==> src/rtl/mem_handshake_controller.sv <==
// Multi-cycle RISC datapath controller with a variable-latency memory
// handshake, a memory-wait timeout fault, resumable halt and retire counter.
//
// Ports:
//   clk, reset            : clock, synchronous active-high reset
//   status {N,V,Z}        : flags for conditional branches
//   opcode, op, cond      : fields from the instruction decoder
//   mem_ready             : memory read data valid / write accepted
//   resume                : leave HALT
//   reset_pc .. load_addr : PC and address control
//   mem_cmd               : 10 read, 01 write, 00 idle
//   load_ir               : instruction register load
//   nsel, vsel, write,
//   asel, bsel, loada..s  : register file and datapath control
//   halted, fault         : controller is in HALT / FAULT
//   retire, instr_count   : last cycle of an instruction, saturating count
module mem_handshake_controller #(
    parameter int CNT_W       = 16,
    parameter int MEM_TIMEOUT = 15
) (
    input  logic             clk,
    input  logic             reset,
    input  logic [2:0]       status,
    input  logic [2:0]       opcode,
    input  logic [1:0]       op,
    input  logic [2:0]       cond,
    input  logic             mem_ready,
    input  logic             resume,
    output logic             reset_pc,
    output logic             tsel,
    output logic             execb,
    output logic             rsel,
    output logic             addr_sel,
    output logic             load_addr,
    output logic [1:0]       mem_cmd,
    output logic             load_ir,
    output logic [2:0]       nsel,
    output logic [1:0]       vsel,
    output logic             write,
    output logic             asel,
    output logic             bsel,
    output logic             loada,
    output logic             loadb,
    output logic             loadc,
    output logic             loads,
    output logic             halted,
    output logic             fault,
    output logic             retire,
    output logic [CNT_W-1:0] instr_count
);

    localparam int WAIT_W = (MEM_TIMEOUT < 1) ? 1 : $clog2(MEM_TIMEOUT + 1);

    localparam logic [2:0] OPC_B   = 3'b001;
    localparam logic [2:0] OPC_C   = 3'b010;
    localparam logic [2:0] OPC_LDR = 3'b011;
    localparam logic [2:0] OPC_STR = 3'b100;
    localparam logic [2:0] OPC_ALU = 3'b101;
    localparam logic [2:0] OPC_MOV = 3'b110;
    localparam logic [2:0] OPC_HLT = 3'b111;

    localparam logic [2:0] SEL_RN = 3'b100;
    localparam logic [2:0] SEL_RD = 3'b010;
    localparam logic [2:0] SEL_RM = 3'b001;

    typedef enum logic [4:0] {
        S_RESET,
        S_IFETCH,
        S_PC_UPDATE,
        S_JUMP_RETURN,
        S_BLX_RETURN,
        S_DECODE,
        S_MOV_IMM,
        S_READ_A,
        S_READ_B,
        S_COMPUTE,
        S_WRITEBACK,
        S_DA_UPDATE,
        S_LDR_READ,
        S_STR_READ,
        S_STR_LOAD,
        S_STR_WRITE,
        S_HALT,
        S_FAULT
    } state_t;

    state_t            state;
    state_t            next_state;
    logic [WAIT_W-1:0] wait_cnt;

    logic is_b;
    logic is_bl;
    logic is_blx;
    logic is_bx;
    logic is_mov;
    logic is_alu;
    logic is_ldr;
    logic is_str;
    logic taken;
    logic mem_state;
    logic timeout;

    assign is_b   = (opcode == OPC_B) && (op == 2'b00);
    assign is_bl  = (opcode == OPC_C) && (op == 2'b11) && (cond == 3'b111);
    assign is_blx = (opcode == OPC_C) && (op == 2'b10) && (cond == 3'b111);
    assign is_bx  = (opcode == OPC_C) && (op == 2'b00) && (cond == 3'b000);
    assign is_mov = (opcode == OPC_MOV);
    assign is_alu = (opcode == OPC_ALU);
    assign is_ldr = (opcode == OPC_LDR);
    assign is_str = (opcode == OPC_STR);

    always_comb begin
        taken = 1'b0;
        unique case (cond)
            3'b000:  taken = 1'b1;
            3'b001:  taken = status[0];
            3'b010:  taken = !status[0];
            3'b011:  taken = status[2] ^ status[1];
            3'b100:  taken = (status[2] ^ status[1]) | status[0];
            default: taken = 1'b0;
        endcase
    end

    assign mem_state = (state == S_IFETCH) || (state == S_LDR_READ) ||
                       (state == S_STR_WRITE);

    // Fires on the low cycle that would bring the count to MEM_TIMEOUT.
    assign timeout = (MEM_TIMEOUT != 0) && mem_state && !mem_ready &&
                     (wait_cnt == WAIT_W'(MEM_TIMEOUT - 1));

    always_comb begin
        next_state = state;
        reset_pc   = 1'b0;
        tsel       = 1'b0;
        execb      = 1'b0;
        rsel       = 1'b0;
        addr_sel   = 1'b0;
        load_addr  = 1'b0;
        mem_cmd    = 2'b00;
        load_ir    = 1'b0;
        nsel       = 3'b000;
        vsel       = 2'b00;
        write      = 1'b0;
        asel       = 1'b0;
        bsel       = 1'b0;
        loada      = 1'b0;
        loadb      = 1'b0;
        loadc      = 1'b0;
        loads      = 1'b0;
        halted     = 1'b0;
        fault      = 1'b0;
        retire     = 1'b0;
        unique case (state)
            S_RESET: begin
                reset_pc   = 1'b1;
                rsel       = 1'b1;
                next_state = S_IFETCH;
            end
            S_IFETCH: begin
                addr_sel = 1'b1;
                mem_cmd  = 2'b10;
                load_ir  = mem_ready;
                if (mem_ready)    next_state = S_PC_UPDATE;
                else if (timeout) next_state = S_FAULT;
            end
            S_PC_UPDATE: begin
                if (is_b) begin
                    execb      = taken;
                    rsel       = !taken;
                    retire     = 1'b1;
                    next_state = S_IFETCH;
                end else if (is_bl || is_blx) begin
                    vsel       = 2'b01;
                    write      = 1'b1;
                    nsel       = SEL_RN;
                    next_state = S_JUMP_RETURN;
                end else if (is_bx) begin
                    nsel       = SEL_RD;
                    loada      = 1'b1;
                    next_state = S_JUMP_RETURN;
                end else begin
                    rsel       = 1'b1;
                    next_state = S_DECODE;
                end
            end
            S_JUMP_RETURN: begin
                if (is_blx) begin
                    nsel       = SEL_RD;
                    loada      = 1'b1;
                    next_state = S_BLX_RETURN;
                end else if (is_bl) begin
                    execb      = 1'b1;
                    retire     = 1'b1;
                    next_state = S_IFETCH;
                end else begin
                    tsel       = 1'b1;
                    retire     = 1'b1;
                    next_state = S_IFETCH;
                end
            end
            S_BLX_RETURN: begin
                tsel       = 1'b1;
                retire     = 1'b1;
                next_state = S_IFETCH;
            end
            S_DECODE: begin
                if (is_mov && (op == 2'b10)) begin
                    next_state = S_MOV_IMM;
                end else if ((is_mov && (op == 2'b00)) ||
                             (is_alu && (op == 2'b11))) begin
                    next_state = S_READ_B;
                end else if (is_alu ||
                             ((is_ldr || is_str) && (op == 2'b00))) begin
                    next_state = S_READ_A;
                end else if (opcode == OPC_HLT) begin
                    retire     = 1'b1;
                    next_state = S_HALT;
                end else begin
                    next_state = S_FAULT;
                end
            end
            S_MOV_IMM: begin
                vsel       = 2'b10;
                write      = 1'b1;
                nsel       = SEL_RN;
                retire     = 1'b1;
                next_state = S_IFETCH;
            end
            S_READ_A: begin
                nsel       = SEL_RN;
                loada      = 1'b1;
                next_state = is_alu ? S_READ_B : S_COMPUTE;
            end
            S_READ_B: begin
                nsel       = SEL_RM;
                loadb      = 1'b1;
                next_state = S_COMPUTE;
            end
            S_COMPUTE: begin
                loadc = 1'b1;
                if (is_mov) begin
                    asel       = 1'b1;
                    next_state = S_WRITEBACK;
                end else if (is_alu) begin
                    if (op == 2'b01) begin
                        loads      = 1'b1;
                        retire     = 1'b1;
                        next_state = S_IFETCH;
                    end else begin
                        next_state = S_WRITEBACK;
                    end
                end else begin
                    bsel       = 1'b1;
                    next_state = S_DA_UPDATE;
                end
            end
            S_WRITEBACK: begin
                nsel       = SEL_RD;
                write      = 1'b1;
                retire     = 1'b1;
                next_state = S_IFETCH;
            end
            S_DA_UPDATE: begin
                load_addr  = 1'b1;
                next_state = is_ldr ? S_LDR_READ : S_STR_READ;
            end
            S_LDR_READ: begin
                mem_cmd = 2'b10;
                nsel    = SEL_RD;
                vsel    = 2'b11;
                write   = mem_ready;
                retire  = mem_ready;
                if (mem_ready)    next_state = S_IFETCH;
                else if (timeout) next_state = S_FAULT;
            end
            S_STR_READ: begin
                nsel       = SEL_RD;
                loadb      = 1'b1;
                next_state = S_STR_LOAD;
            end
            S_STR_LOAD: begin
                loadc      = 1'b1;
                asel       = 1'b1;
                next_state = S_STR_WRITE;
            end
            S_STR_WRITE: begin
                mem_cmd = 2'b01;
                retire  = mem_ready;
                if (mem_ready)    next_state = S_IFETCH;
                else if (timeout) next_state = S_FAULT;
            end
            S_HALT: begin
                halted = 1'b1;
                if (resume) next_state = S_IFETCH;
            end
            S_FAULT: begin
                fault = 1'b1;
            end
            default: begin
                next_state = S_FAULT;
            end
        endcase
    end

    always_ff @(posedge clk) begin
        if (reset) begin
            state       <= S_RESET;
            wait_cnt    <= '0;
            instr_count <= '0;
        end else begin
            state <= next_state;
            // Counts only while still stalled in the same memory state.
            if (mem_state && !mem_ready && (next_state == state))
                wait_cnt <= wait_cnt + WAIT_W'(1);
            else
                wait_cnt <= '0;
            if (retire && !(&instr_count))
                instr_count <= instr_count + CNT_W'(1);
        end
    end

endmodule

==> config.mk <==
export PLATFORM = sky130hd
export DESIGN_NAME = mem_handshake_controller
export DESIGN_NICKNAME = d
export VERILOG_FILES = /design/src/rtl/mem_handshake_controller.sv
export SDC_FILE = /design/constraint.sdc
export NUM_CORES = 1
export LEC_CHECK = 0
export ABC_AREA = 1
export CORE_MARGIN = 2
export CORE_UTILIZATION = 24
export CTS_CLUSTER_SIZE = 16
export DETAILED_ROUTE_END_ITERATION = 8
export GPL_TIMING_DRIVEN = 0
export PLACE_DENSITY_LB_ADDON = 0.05
export SYNTH_ARGS = -nofsm -noshare
export SYNTH_HDL_FRONTEND = slang
export SYNTH_SLANG_ARGS = --single-unit
==> constraint.sdc <==
create_clock -name clk -period 2.1 [get_ports clk]
set_clock_uncertainty 0.05 [all_clocks]
set_input_delay 0.21 -clock clk [delete_from_list [all_inputs] [get_ports clk]]
set_output_delay 0.21 -clock clk [all_outputs]
set_load 0.05 [all_outputs]
# Word level (Yosys, flattened, before mapping)

Index checks and enable logic that the tools add are counted.

Bits in registers: 25
Bits of input ports: 15
Output and inout bits: 40
Word-level logic and storage cells: 152

Add/sub/neg operators: 2
Equality and inequality tests: 34
Multiplexer cells: 71
Bitwise gates (word level): 3
Reductions and logical operators: 39

Operators with widths:

| cell                                           | count |
|---|---|
| case mux 5 bit (14 select lines)               | 1 |
| 2-to-1 mux 5 bit                               | 9 |
| 2-to-1 mux 1 bit                               | 41 |
| == test 5 x 4 -> 1 bit (second input constant) | 8 |
| == test 5 x 3 -> 1 bit (second input constant) | 4 |
| == test 3 bit (second input constant)          | 6 |
| 2-to-1 mux 3 bit                               | 6 |
| adder 16 x 1 -> 16 bit (second input constant) | 1 |
| AND reduction 16 bit                           | 1 |
| logical AND 1 bit                              | 15 |
| case mux 3 bit (5 select lines)                | 1 |
| OR reduction 2 bit                             | 7 |
| == test 3 x 2 -> 1 bit (second input constant) | 4 |
| == test 5 x 2 -> 1 bit (second input constant) | 2 |
| == test 5 bit (second input constant)          | 2 |
| case mux 1 bit (2 select lines)                | 4 |
| == test 3 x 1 -> 1 bit (second input constant) | 2 |
| logical OR 1 bit                               | 6 |
| case mux 1 bit (3 select lines)                | 2 |
| case mux 1 bit (6 select lines)                | 1 |
| case mux 2 bit (3 select lines)                | 1 |
| OR reduction 3 bit                             | 2 |
| == test 5 x 1 -> 1 bit (second input constant) | 1 |
| == test 5 bit                                  | 1 |
| other kinds (16)                               | 21 |

# Depth between registers and ports, before layout

Gate-level depths: netlist of run 1.

Depth in word-level cells: 12
Gate-level depth with buffers: 13
Mapped depth without buffers: 12

# Worst setup path before layout of run 1

OpenSTA, ideal clock, no wires.

Path type: reg-to-reg
Start: register state[4]
End: register state[0]
Library setup time: 0.067 ns
Arrival time: 2.499 ns
Data required time: 1.983 ns
Slack: -0.516 ns
Cell stages (with the launch flop): 9
Buffers on the path: 0
Period minus slack after synthesis: 2.616 ns
Cell sequence: dfxtp_1 -> inv_2 -> nor4_1 -> nand2_1 -> nand2_1 -> nor2_1 -> nand2_1 -> nor2_1 -> nor2_1

Word-level cells in the longest chain between the ends: 8
Elaborated cells on any way between the ends: 28
Classes of those cells: eq/ne: 17; mux: 4; reduce/logical: 7

Ends and longest elaborated chain:

| element                                                                 | line          | text |
|---|---|---|
| from (decl)                                                             | 87            | `state_t state;` |
| from (signal assigned)                                                  | 311           | `state <= next_state;` |
| == test 5 x 1 -> 1 bit / == test 5 x 4 -> 1 bit (equally long branches) | 124, 153      |  |
| logical OR 1 bit (2 in a row)                                           | 124           | `assign mem_state = (state == S_IFETCH) \|\| (state == S_LDR_READ) \|\|` |
| logical AND 1 bit (2 in a row)                                          | 128           | `assign timeout = (MEM_TIMEOUT != 0) && mem_state && !mem_ready &&` |
| 2-to-1 mux 5 bit                                                        | 164, 274, 290 |  |
| 2-to-1 mux 5 bit, on equally long branches                              | 273, 163      |  |
| case mux 5 bit (14 select lines) (*)                                    | 153           | `unique case (state)` |

Mark *: on every way between the ends. The rest lies on a longest branch, timed or not.
A chain may end at the register's enable or synchronous reset.

# Final worst setup path of run 1

Start: register state[4]
End: output halted

Word-level cells in the longest chain between the ends: 2

Ends and longest elaborated chain:

| element          | line | text |
|---|---|---|
| == test 5 bit    | 153  |  |
| 2-to-1 mux 1 bit | 153  |  |
| to (decl)        | 46   | `output logic halted,` |

No other way between the ends.

==> results of run 1 <==
==> worst register-to-register path, cell delays in order, from the launching register on <==
cell and delay [ns]:
dfxtp_4 0.39, ha_1 0.19, nand2_1 0.12, nor3_4 0.29, nand2_2 0.13, nor2_4 0.12
nand2_4 0.10, buf_4 0.22, a21oi_1 0.17, nor2_1 0.06
==> Yosys cell counts (all sizes together) <==
cell	number
o21a	1
and3	1
nand3	49
o21ai	9
nand2	95
ha	3
nor4	2
clkbuf	1
buf	6
dfxtp	25
nand3b	1
xor2	10
o31ai	1
o221ai	1
nor2	65
o211ai	1
inv	45
nand4	10
nor3	8
o21bai	1
a21oi	21
xnor2	4
==> logic make-up (layout without fill, tap and decap cells) <==
group	Yosys count	in the layout	share of synthesized area, %
XOR/XNOR	14	14	5.56
adder cells (fa/ha/maj)	3	3	1.70
flip-flops	25	25	22.7
buffers and inverters	52	123	10.8
AND/OR/NAND/NOR	231	231	49.5
AO/OA/AOI/OAI	35	35	9.76
==> power by group through the flow <==
stage	logic, W	registers (W)	clock network (W)
after floorplan	0.000728	0.000565	0
after global placement	0.00105	0.000569	0
after detailed placement	0.00105	0.000569	0
after CTS	0.00101	0.000560	0.000317
after global routing	0.00118	0.000593	0.000331
final	0.00108	0.000589	0.000295
==> cell usage in the layout, fill, tap and decap left out, types with 2 or more instances in the layout <==
| master | count |
|---|---|
| nand2_4 | 3 |
| o21ai_1 | 5 |
| nor2_1 | 49 |
| buf_12 | 2 |
| nor2_4 | 9 |
| clkbuf_2 | 4 |
| clkdlybuf4s15_2 | 4 |
| dfxtp_1 | 18 |
| nand3_2 | 8 |
| nand3_1 | 40 |
| nor3_1 | 5 |
| a21oi_2 | 7 |
| dlymetal6s2s_1 | 3 |
| nor3_4 | 2 |
| buf_4 | 20 |
| a21oi_1 | 14 |
| buf_6 | 5 |
| ha_1 | 3 |
| nand2_1 | 82 |
| clkbuf_8 | 3 |
| xor2_1 | 10 |
| dfxtp_2 | 3 |
| clkbuf_4 | 2 |
| nand4_1 | 10 |
| o21ai_0 | 4 |
| nand2_2 | 10 |
| inv_2 | 6 |
| inv_1 | 39 |
| dlygate4sd2_1 | 7 |
| dfxtp_4 | 4 |
| xnor2_1 | 4 |
| clkdlybuf4s50_1 | 23 |
| nor2_2 | 7 |
==> cell type report <==
class                           count  area (sq um)
Inverter                           45           169
Buffer                              6          57.6
Multi-Input combinational cell    283          1570
Fill cell                        1015          5690
Tap cell                          108           135
Timing Repair Buffer               68           619
Sequential cell                    25           519
Clock inverter                      1          5.00
Clock buffer                        3          41.3
==> state kept, by name, summed over array words and instances (netlist names) <==
signal       flops
instr_count     16
state            5
wait_cnt         4
==> routing by layer <==
layer / global-route usage, % / up-vias
met5: 0 / -
met3: 1.60 / 7
met2: 24.8 / 61
li1: - / 1306
met1: 19.1 / 1114
met4: 3.58 / 0
==> timing repair <==
item / 4_1_cts / 5_1_grt
hold endpoints to repair: 0 / 0
resized for setup: 91 / 56
setup buffers: 2 / 13
pin swaps: 2 / 7
endpoints found under the setup margin: 24 / 28
==> worst paths after layout <==
| path | end | start | slack [ns] | cells after the start |
|---|---|---|---|---|
| setup / recovery | halted | state[4] | 0.04 | 5 |
| hold / removal | instr_count[15] | reset | 0.32 | 2 |
| hold reg to reg | wait_cnt[0] | wait_cnt[0] | 0.42 | 1 |
| setup reg to reg | instr_count[0] | instr_count[0] | 0.17 | 9 |
==> through the flow <==
stage	cells	setup TNS [ns]
floorplan	360	0
global placement	521	-8.01
detailed placement	521	-7.82
CTS	527	-0.192
global route	539	-0.168
finish	539	0
==> flow_summary.toml, run 1 <==
[run_status]
status = "complete, no violations"

[timing]
min_period_over_period_pct = 98.2
setup_ws_ns = 0.0387
hold_viol = 0
worstMarginPinSlew_ns = 0.668
report.final.slew_viol_count = 0
rsz0062_at_grt = "true"
min_period_ns = 2.06
timing.fmax_mhz = 485
timing.hold.ws_ns = 0.321
setup_violations = 0
slew_headroom_pct = 55.5

[floorplan]
core_area_sq_um = 8810
initial_core_util_pct = 25.0
die_width_microns = 99.9
row_count = 34
top_level_ports = 55
fp.dieH_microns = 99.9
dieArea_sq_um = 9970

[setup_path]
crit_slowest_cell = "dlygate4sd1_1"
end_kind = "primary output"
cp_top_family = "buffers and inverters"
worst-path-max-fanout = 5
timing.critical_path.buf_inv = 4
cp-start-kind = "flip-flop"
crit_path_frequent_cell = "buf_4"
critPathMaxStageDelay_ns = 0.54
cp.required_ns = 1.84
crit_chain = "inv_2 > buf_4 > buf_4 > nor4_2 > dlygate4sd1_1"
worstPathArrival_ns = 1.80
critical_path_class = "flip-flop to primary output"

[routing]
drt-wirelength-per-cell_microns = 13.2
drtIter0Drc = 52
num_vias = 2488
wl_met3_microns = 288
vias_per_cell = 4.62
ant_nets = 0
wl_met2_microns = 3490
wirelength_microns = 7140
wl_met1_microns = 3260
dr.pass1.iters = 4
route.detailed.drc = 0
top_layer_used = "met4"

[clock_network]
clock-sinks = 25
cts.reportedPaths.clkPinSlew_ns = 0.09
cts_buffers = 3
clk_path_buf_depth = 2
cts_hold_buf = 0
cts_root_buf = "clkbuf_8"
tritoncts = "yes"
cts_max_level = 1
clkLatencyLatePin_ns = 0.27

[grt]
antenna_found_initial = 0
grt_max_degree = 15
grt_pass1_vias = 2350
track_usage_pct = 14.3
grt_overflow = 0
grt_pass1_wl_microns = 11600

[finish]
stdcell_area_sq_um = 3120
drive_gt1_share_pct = 24.4
final_core_util_pct = 35.4
diodes = 0
area_growth_pct = 41.5
nNetsFinal = 450

[yosys]
syn-cell-area_sq_um = 2210
syn-num-nets = 378
synth.avg_cell_area_sq_um = 6.13
seq_area_frac_synth_pct = 22.7
yosys.area.top_type_share_pct = 22.7
syn_inst = 360
ys_warn_count = 0
synthDistinctLibCells = 34
yosysTopAreaCell = "dfxtp_1"
ys_seq_elements = 25
synthTopCellsByArea = "dfxtp_1 (23%), nand2_1 (15%), nor2_1 (9.4%)"

[power]
pwr-share-comb_pct = 54.9
power.total_w = 0.00196
switching_power_w = 0.000966
pwr-share-clk_pct = 15.1
seq_power_share_pct = 30.0
irDropWorstVdd_uv = 259
p_leak_nw = 1.41
p_int_w = 0.000994
power_density_nw_per_um2 = 628
p_sw_share_pct = 49.3

[placed_design]
dp_slack_ns = -0.889
place.gp.congestion = 0.866
place_area_sq_um = 2890
io_buffer_count = 53
hpwl_microns = 5730

[flow_run]
drv_cap = 0

[worst_hold_path]
min-delay-path-class = "primary input to flip-flop"
No activity file was read; power rests on OpenSTA's default activity.
==> run 2: changes to the inputs <==
SKIP_CTS_REPAIR_TIMING = 1   (was not set)
==> run 2 against run 1 <==
  * The run now ends with negative setup slack left
  * Clock power about the same
  * Sequential share of layout area increased by 0.17 points
  * Fmax decreased by 11%
  * Die area unchanged
  * Flip-flop and latch count unchanged
  * Largest cell class unchanged
  * Largest power group unchanged
==> flow_summary.toml, run 2 (synthesis results as in run 1) <==
[run_status]
status = "complete, but fails checks"
violations = "negative setup slack"

[timing]
hold_viol = 0
setup_ws_ns = -0.226
worstMarginPinSlew_ns = 0.679
timing.fmax_mhz = 430
slew_headroom_pct = 54.7
min_period_ns = 2.33
report.final.slew_viol_count = 0
min_period_over_period_pct = 111
rsz0062_at_grt = "true"
setup_violations = 1

[routing]
num_vias = 2468
route.detailed.drc = 0
wirelength_microns = 7080
drtIter0Drc = 59
vias_per_cell = 4.63
drt-wirelength-per-cell_microns = 13.3
dr.pass1.iters = 5
ant_nets = 0

[setup_path]
worst-path-max-fanout = 10
cp-start-kind = "primary input"
cp.required_ns = 1.84
worstPathArrival_ns = 2.07
critical_path_class = "primary input to primary output"
end_kind = "primary output"

[clock_network]
cts_root_buf = "clkbuf_8"
clk_path_buf_depth = 2
clock-sinks = 25
cts_max_level = 1
clkLatencyLatePin_ns = 0.27
cts_buffers = 3
cts.reportedPaths.clkPinSlew_ns = 0.09
tritoncts = "yes"

[grt]
grt_overflow = 0
grt_pass1_wl_microns = 11500
track_usage_pct = 14.3
antenna_found_initial = 0
grt_pass1_vias = 2330
grt_max_degree = 15

[floorplan]
die_width_microns = 99.9
core_area_sq_um = 8810
row_count = 34
top_level_ports = 55
fp.dieH_microns = 99.9
dieArea_sq_um = 9970
initial_core_util_pct = 25.0

[finish]
fill_cells = 1019
reg_top3 = "instr_count x16, state x5, wait_cnt x4"
area_growth_pct = 37.0
nNetsFinal = 444
regMostFlops = "instr_count"
layout_commonest_cell = "nand2_1"
fin_cells = 533
largest_reg_flops = 16
diodes = 0
layout_common_cells = "nand2_1 (85), nor2_1 (52), nand3_1 (41)"
drive_gt1_share_pct = 20.0

[placed_design]
place_inst = 521
hpwl_microns = 5730
io_buffer_count = 53
dp_slack_ns = -0.889
place.gp.congestion = 0.866

[flow_run]
drv_cap = 0

[power]
irDropWorstVdd_uv = 259
p_leak_nw = 1.50
power.total_w = 0.00192
power_density_nw_per_um2 = 635

[worst_hold_path]
min-delay-path-class = "primary input to flip-flop"
run 2: cell count changes in the layout (fill, tap and decap cells not counted), moves of 4 or more:
| cell | delta |
|---|---|
| dlymetal6s2s_1 | +10 |
| dlygate4sd2_1 | -7 |
| buf_4 | -6 |
| clkdlybuf4s15_2 | -4 |
| dfxtp_4 | -4 |
| nor2_4 | -4 |
run 2: cell type report:
cell class,count,area [sq um],area share [%]
clock inverter,1,5.00,0.166
multi-input combinational,283,1510,50.0
sequential,25,508,16.8
inverter,45,169,5.59
clock buffer,3,41.3,1.37
tap,108,135,4.47
buffer,7,68.8,2.28
timing repair buffer,61,583,19.3
run 2: path summary, 6_finish.rpt:
check | startpoint | slack [ns] | depth (start not counted) | end
max | op[0] | -0.23 | 11 | retire
min | reset | 0.32 | 2 | instr_count[15]
max reg2reg | instr_count[0] | 0.14 | 10 | instr_count[5]
min reg2reg | wait_cnt[0] | 0.42 | 1 | wait_cnt[0]
run 2: routing by layer:
layer	track usage, %	up-vias	wire, microns
li1	-	1297	-
met1	19.0	1109	3370
met2	24.7	55	3370
met3	1.39	7	243
met4	3.58	0	94
met5	0	-	0
run 2: through the flow:
stage / utilization (%) / hold slack, ns / area, sq um / setup TNS (ns)
floorplan: - / 0.380 / 2220 / 0
global placement: 32.8 / 0.398 / 2890 / -8.01
detailed placement: 32.8 / 0.403 / 2890 / -7.82
CTS: 33.3 / 0.332 / 2930 / -10.42
global route: 34.3 / 0.357 / 3020 / -0.697
finish: 34.3 / 0.321 / 3020 / -0.226
run 2: critical path: stages:
cell,delay [ns]
clkdlybuf4s50_1,0.50
nor2_2,0.25
nand2_1,0.13
nor2_4,0.18
nand2_2,0.09
nand2_1,0.09
nor2_2,0.04
nand2_2,0.08
buf_6,0.15
buf_12,0.14
buf_4,0.20
run 2: power breakdown:
part | switching (W) | internal, W | total (W)
Sequential | 0.0000552 | 0.000509 | 0.000565
Clock | 0.000160 | 0.000133 | 0.000293
Combinational | 0.000722 | 0.000340 | 0.00106
